`config.mk`:
```
export PLATFORM = sky130hd
export DESIGN_NAME = log_frame_engine
export DESIGN_NICKNAME = d
export VERILOG_FILES = /design/src/rtl/log_pkg.sv /design/src/rtl/log2_ln_core.sv /design/src/rtl/log_frame_engine.sv
export SDC_FILE = /design/constraint.sdc
export NUM_CORES = 2
export LEC_CHECK = 0
export ABC_AREA = 1
export BUFFER_PORTS_ARGS = -buffer_cell sky130_fd_sc_hd__buf_2
export CAP_MARGIN = 20
export CORE_AREA = 5 5 751 753
export CTS_CLUSTER_SIZE = 40
export DETAILED_ROUTE_END_ITERATION = 6
export DIE_AREA = 0 0 756 758
export HOLD_SLACK_MARGIN = 0.02
export PLACE_DENSITY = 0.37
export SLEW_MARGIN = 20
export SYNTH_ARGS = -nofsm -noshare
export SYNTH_HDL_FRONTEND = slang
export SYNTH_SLANG_ARGS = --single-unit
```
`constraint.sdc`:
```
create_clock -name clk -period 55.8 [get_ports clk]
set_input_delay 11.16 -clock clk [delete_from_list [all_inputs] [get_ports clk]]
set_output_delay 11.16 -clock clk [all_outputs]
set_load 0.1 [all_outputs]
```
`src/rtl/log_pkg.sv`:
```
// Shared constants and types for the log stage of the mel pipeline.
package log_pkg;

  // ln(2) in unsigned Q0.16
  localparam int unsigned LN2_Q16 = 45426;

  // Pipeline depth of log2_ln_core (detect/normalise, multiply/saturate)
  localparam int unsigned CORE_LAT = 2;

  typedef enum logic [1:0] {
    IDLE  = 2'd0,
    RUN   = 2'd1,
    DRAIN = 2'd2
  } state_t;

endpackage

```
`src/rtl/log2_ln_core.sv`:
```
// Two-stage pipelined x -> ln(x): leading-one detect plus Mitchell mantissa, then scale by ln2.
module log2_ln_core
  import log_pkg::*;
#(
  parameter int unsigned I_BW      = 30,
  parameter int unsigned O_BW      = 14,
  parameter int unsigned FRAC_BW   = 8,
  parameter int unsigned SHIFT     = 10,
  parameter int unsigned IDX_W     = 6,
  parameter int          LOG_FLOOR = 0
) (
  input  logic             clk,
  input  logic             rst,
  input  logic             en,
  input  logic             in_valid,
  input  logic [IDX_W-1:0] in_idx,
  input  logic [I_BW-1:0]  in_x,
  output logic             out_valid,
  output logic [IDX_W-1:0] out_idx,
  output logic [O_BW-1:0]  out_data
);

  localparam int unsigned M_W     = $clog2(I_BW);
  localparam int unsigned E_W     = $clog2(I_BW + SHIFT);
  localparam int unsigned L2_W    = E_W + FRAC_BW;
  localparam int unsigned P_W     = L2_W + 16 + O_BW;
  localparam int unsigned Q_W     = P_W - 16;
  localparam int unsigned MAX_POS = (2 ** (O_BW - 1)) - 1;

  logic [M_W-1:0]   msb_c;
  logic             pos_c;
  logic [I_BW-1:0]  norm_c;
  logic [FRAC_BW-1:0] frac_c;
  logic [L2_W-1:0]  l2_c;

  logic             s1_valid;
  logic [IDX_W-1:0] s1_idx;
  logic             s1_pos;
  logic [L2_W-1:0]  s1_l2;

  logic [P_W-1:0]   prod_c;
  logic [Q_W-1:0]   q_c;
  logic [O_BW-1:0]  res_c;

  // Stage-1 combinational: find MSB, left-align the bits below it, form fixed-point log2
  always_comb begin
    msb_c = '0;
    for (int i = 0; i < int'(I_BW) - 1; i++) begin
      if (in_x[i]) msb_c = M_W'(i);
    end
    pos_c  = !in_x[I_BW-1] && (in_x != '0);
    norm_c = in_x << (M_W'(I_BW - 1) - msb_c);
    frac_c = FRAC_BW'(norm_c >> (I_BW - 1 - FRAC_BW));
    l2_c   = {E_W'(msb_c) + E_W'(SHIFT), frac_c};
  end

  // Stage-1 register
  always_ff @(posedge clk) begin
    if (rst) begin
      s1_valid <= 1'b0;
      s1_idx   <= '0;
      s1_pos   <= 1'b0;
      s1_l2    <= '0;
    end else if (en) begin
      s1_valid <= in_valid;
      s1_idx   <= in_idx;
      s1_pos   <= pos_c;
      s1_l2    <= l2_c;
    end
  end

  // Stage-2 combinational: scale log2 by ln2, truncate Q16, saturate, floor non-positive input
  always_comb begin
    prod_c = P_W'(s1_l2) * P_W'(LN2_Q16);
    q_c    = Q_W'(prod_c >> 16);
    if (!s1_pos)                 res_c = O_BW'(LOG_FLOOR);
    else if (q_c > Q_W'(MAX_POS)) res_c = O_BW'(MAX_POS);
    else                         res_c = O_BW'(q_c);
  end

  // Stage-2 register
  always_ff @(posedge clk) begin
    if (rst) begin
      out_valid <= 1'b0;
      out_idx   <= '0;
      out_data  <= '0;
    end else if (en) begin
      out_valid <= s1_valid;
      out_idx   <= s1_idx;
      out_data  <= res_c;
    end
  end

endmodule

```
`src/rtl/log_frame_engine.sv`:
```
// Frame-buffered log stage: accepts one frame of N_CH energies, streams ln() per channel with backpressure.
module log_frame_engine
  import log_pkg::*;
#(
  parameter  int unsigned I_BW      = 30,
  parameter  int unsigned O_BW      = 14,
  parameter  int unsigned N_CH      = 64,
  parameter  int unsigned SHIFT     = 10,
  parameter  int unsigned FRAC_BW   = 8,
  parameter  int          LOG_FLOOR = 0,
  localparam int unsigned CH_W      = $clog2(N_CH)
) (
  input  logic                   clk,
  input  logic                   rst,
  input  logic [I_BW*N_CH-1:0]   data_i,
  input  logic [6:0]             in_group_num,
  input  logic                   di_en,
  output logic                   di_rdy,
  output logic [O_BW-1:0]        data_o,
  output logic [CH_W-1:0]        out_group_idx,
  output logic [6:0]             out_group_num,
  output logic                   do_en,
  input  logic                   do_rdy,
  output logic                   busy
);

  state_t             state;
  logic [I_BW*N_CH-1:0] frame_q;
  logic [6:0]         grp_q;
  logic [CH_W-1:0]    issue_cnt;

  logic               advance_c;
  logic               accept_c;
  logic               last_xfer_c;
  logic               issue_vld_c;

  logic               core_valid;
  logic [CH_W-1:0]    core_idx;
  logic [O_BW-1:0]    core_data;

  // Whole pipe moves unless a presented beat is being held off by downstream
  assign advance_c   = !do_en || do_rdy;
  assign accept_c    = di_en && di_rdy;
  assign last_xfer_c = do_en && do_rdy && (out_group_idx == CH_W'(N_CH - 1));
  assign issue_vld_c = (state == RUN);

  // Frame buffer capture on accept
  always_ff @(posedge clk) begin
    if (accept_c) frame_q <= data_i;
  end

  log2_ln_core #(
    .I_BW      (I_BW),
    .O_BW      (O_BW),
    .FRAC_BW   (FRAC_BW),
    .SHIFT     (SHIFT),
    .IDX_W     (CH_W),
    .LOG_FLOOR (LOG_FLOOR)
  ) u_core (
    .clk       (clk),
    .rst       (rst),
    .en        (advance_c),
    .in_valid  (issue_vld_c),
    .in_idx    (issue_cnt),
    .in_x      (frame_q[issue_cnt*I_BW +: I_BW]),
    .out_valid (core_valid),
    .out_idx   (core_idx),
    .out_data  (core_data)
  );

  // Frame FSM, issue counter and registered output beat
  always_ff @(posedge clk) begin
    if (rst) begin
      state         <= IDLE;
      di_rdy        <= 1'b1;
      busy          <= 1'b0;
      grp_q         <= '0;
      issue_cnt     <= '0;
      do_en         <= 1'b0;
      data_o        <= '0;
      out_group_idx <= '0;
      out_group_num <= '0;
    end else begin
      if (advance_c) begin
        do_en         <= core_valid;
        data_o        <= core_data;
        out_group_idx <= core_idx;
        out_group_num <= grp_q;
      end
      case (state)
        IDLE: begin
          if (accept_c) begin
            grp_q     <= in_group_num;
            issue_cnt <= '0;
            di_rdy    <= 1'b0;
            busy      <= 1'b1;
            state     <= RUN;
          end
        end
        RUN: begin
          if (advance_c) begin
            issue_cnt <= issue_cnt + CH_W'(1);
            if (issue_cnt == CH_W'(N_CH - 1)) state <= DRAIN;
          end
        end
        DRAIN: begin
          if (last_xfer_c) begin
            di_rdy <= 1'b1;
            busy   <= 1'b0;
            state  <= IDLE;
          end
        end
        default: state <= IDLE;
      endcase
    end
  end

endmodule

```
==> results.json <==
{
  "path_class": "in2reg",
  "startpoint_type": "input port",
  "grt_first_pass_wirelength_um": 583000,
  "drt_iter0_markers": 5575,
  "seq_area_sq_um": 59400,
  "final_antenna_net_count": 0,
  "drt-total-wl_um": 454000,
  "fin_tns_setup_ns": 0,
  "slew_headroom_pct": 21.1,
  "layout_commonest_cell": "buf_2",
  "fp.dieH_um": 758,
  "insertion_delay_ns": 0.94,
  "cts_buffers": 267,
  "avgSynthCellArea_sq_um": 12.7,
  "area_growth_pct": 32.1,
  "drive_gt1_share_pct": 28.8,
  "slew_violations": 0,
  "cts.path.max_buffers": 4,
  "initial_core_util_pct": 15.0,
  "synth_seq_cells": 2008,
  "cts_tree": "built",
  "dp_hpwl_um": 347000,
  "dr.pass1.iters": 6,
  "io-pin-count": 1961,
  "cts_max_level": 5,
  "overflow": 0,
  "min_period_over_period_pct": 30.9,
  "fmax_mhz": 57.9,
  "synth_area_leaders": "edfxtp_1, o21ai_0, nor2_1, nand2_1, nand3_1",
  "coreArea_sq_um": 556000,
  "die_x_um": 756,
  "post-route-drc-count": 0,
  "fillCellCount": 61060,
  "synth_ff_type": "edfxtp_1",
  "netlist_area_sq_um": 83300,
  "antenna_found_initial": 567,
  "instances_no_fill": 16318,
  "synth_top_area_share_pct": 69.2,
  "min_period_ns": 17.27,
  "layout_common_cells": "buf_2, edfxtp_1, nor2_1",
  "synth_edf_count": 1920,
  "route.detailed.wl_per_inst_um": 27.8,
  "grt_max_degree": 161,
  "synth-async-reset-ratio_pct": 0,
  "grtUsageTotal_pct": 15.0,
  "vias_per_cell": 3.92,
  "grt_pass1_vias": 63311,
  "syn_inst": 6554,
  "worstPathArrival_ns": 17.77,
  "cts.reportedPaths.clkPinSlew_ns": 0.05,
  "yosysTopAreaCell": "edfxtp_1",
  "ctsRootBufferMaster": "clkbuf_16",
  "path_max_fanout": 134,
  "peakVddDrop_mv": 0.0432,
  "yosys.cell_types.count": 46,
  "setup_viol": 0,
  "hold_viol": 0,
  "cts.sinks": 2008,
  "die_area_sq_um": 573000,
  "status": "finished, final reports clean",
  "multiInputGateArea_sq_um": 20600,
  "crit_required_ns": 56.31,
  "nNetsFinal": 10586,
  "postSynthNetCount": 8657,
  "cts_resized": 0,
  "yosysSeqAreaShare_pct": 71.4,
  "cts_setup_buffers": 0,
  "tightest_slew_ns": 1.18,
  "skew_ns": 0.0771,
  "critPathCaptureType": "flip-flop",
  "synth_warnings": 0,
  "rsz0062_at_grt": "no",
  "io_buffers": 1960,
  "vias": 64024,
  "leakage_nw": 40.6,
  "pwr_density_cell_nw_per_um2": 41.9,
  "rows": 274,
  "hold_buffers": 0,
  "final_util_pct": 19.8,
  "placed_cells": 15666,
  "place_congestion": 0.824,
  "max_cap_viol_count": 0,
  "min_path_type": "reg2reg"
}
==> path summary, 6_finish.rpt <==
check,startpoint,slack (ns),end,depth (start not counted)
hold reg to reg,u_core.out_data[13]$_SDFFE_PP0N_,0.45,u_core.out_data[13]$_SDFFE_PP0N_,2
setup reg to reg,issue_cnt[1]$_SDFFE_PP0P_,45.99,u_core.s1_l2[6]$_SDFFE_PP0N_,30
setup / recovery,di_en,38.53,frame_q[825]$_DFFE_PP_,10
hold / removal,u_core.out_data[13]$_SDFFE_PP0N_,0.45,u_core.out_data[13]$_SDFFE_PP0N_,2
==> layout make-up <==
type,instances,share of cell area (%)
well taps,7452,8.48
diodes,181,0.412
inverters,195,0.727
repair buffers,2110,10.1
clock buffers,346,6.41
multi-input cells,3901,18.7
clock inverters,125,1.13
flip-flops and latches,2008,54.0
==> where the power goes <==
| part | internal, mW | switching, mW |
|---|---|---|
| clock | 0.969 | 0.723 |
| combinational | 0.376 | 0.712 |
| sequential | 1.78 | 0.0478 |
==> through the flow <==
step           total power, mW  instance area [sq um]  setup slack [ns]  hold slack [ns]
2_1_floorplan             2.72                  83300              2.09            0.424
4_1_cts                   4.71                 110000             38.71            0.451
3_5_place_dp              2.98                 101000             37.65            0.441
6_report                  4.61                 110000             38.53            0.451
5_1_grt                   4.88                 110000             38.25            0.471
3_3_place_gp              2.98                 101000             37.59            0.443
==> synthesized netlist by cell type (2+ instances only) <==
| library cell | n |
|---|---|
| ha_1 | 114 |
| clkbuf_1 | 149 |
| nor3b_1 | 2 |
| o21ai_1 | 105 |
| xnor2_1 | 7 |
| o22ai_1 | 254 |
| nand4_1 | 82 |
| nor2_2 | 3 |
| nor2_1 | 1058 |
| nand2_1 | 606 |
| buf_4 | 83 |
| o221ai_1 | 157 |
| o31ai_1 | 2 |
| buf_6 | 49 |
| a31oi_1 | 6 |
| nand3_1 | 362 |
| inv_2 | 8 |
| clkbuf_2 | 3 |
| xor2_1 | 7 |
| buf_2 | 155 |
| buf_1 | 11 |
| inv_1 | 180 |
| or2_2 | 6 |
| fa_1 | 58 |
| o21ai_0 | 871 |
| edfxtp_1 | 1920 |
| a211oi_1 | 7 |
| o211ai_1 | 71 |
| a41oi_1 | 2 |
| a21oi_1 | 101 |
| clkinv_1 | 6 |
| dfxtp_1 | 88 |
| o21bai_1 | 3 |
| nor3_1 | 5 |
| or4_1 | 2 |
==> worst max-delay path, stage by stage <==
cell and delay [ns]:
buf_2 0.08, nand2_1 0.13, inv_8 0.50, buf_12 0.49, buf_12 0.58, buf_4 0.78, buf_4 0.75, buf_4 0.66
buf_4 0.75, buf_4 0.89
==> state kept, by name, summed over array words and instances (netlist names) <==
register and flops:
busy 1, data_o 14, di_rdy 1, do_en 1, frame_q 1920, grp_q 7, issue_cnt 6, out_group_idx 6
out_group_num 7, state 2, u_core.out_data 14, u_core.out_idx 6, u_core.out_valid 1, u_core.s1_idx 6, u_core.s1_l2 14, u_core.s1_pos 1
u_core.s1_valid 1
==> logic make-up (layout without fill, tap and decap cells) <==
| family | after synthesis | after routing | share of synthesized area [%] |
|---|---|---|---|
| and+or+nand+nor | 2132 | 2132 | 10.5 |
| DFF | 2008 | 2008 | 71.4 |
| AOI/OAI and AO/OA | 1582 | 1582 | 10.9 |
| buffers and inverters | 645 | 2776 | 3.96 |
| adders and majority gates | 172 | 172 | 3.11 |
| xor gates and xnor gates | 15 | 15 | 0.180 |
| other | 0 | 181 | 0 |
==> routing by layer <==
metal	GRT usage (%)	part of all wire, %
met5	0	0.41
met4	3.72	3.2
met3	4.51	8.2
met2	24.8	46
met1	19.0	42
Note: power is estimated with default switching activity, not from simulation.
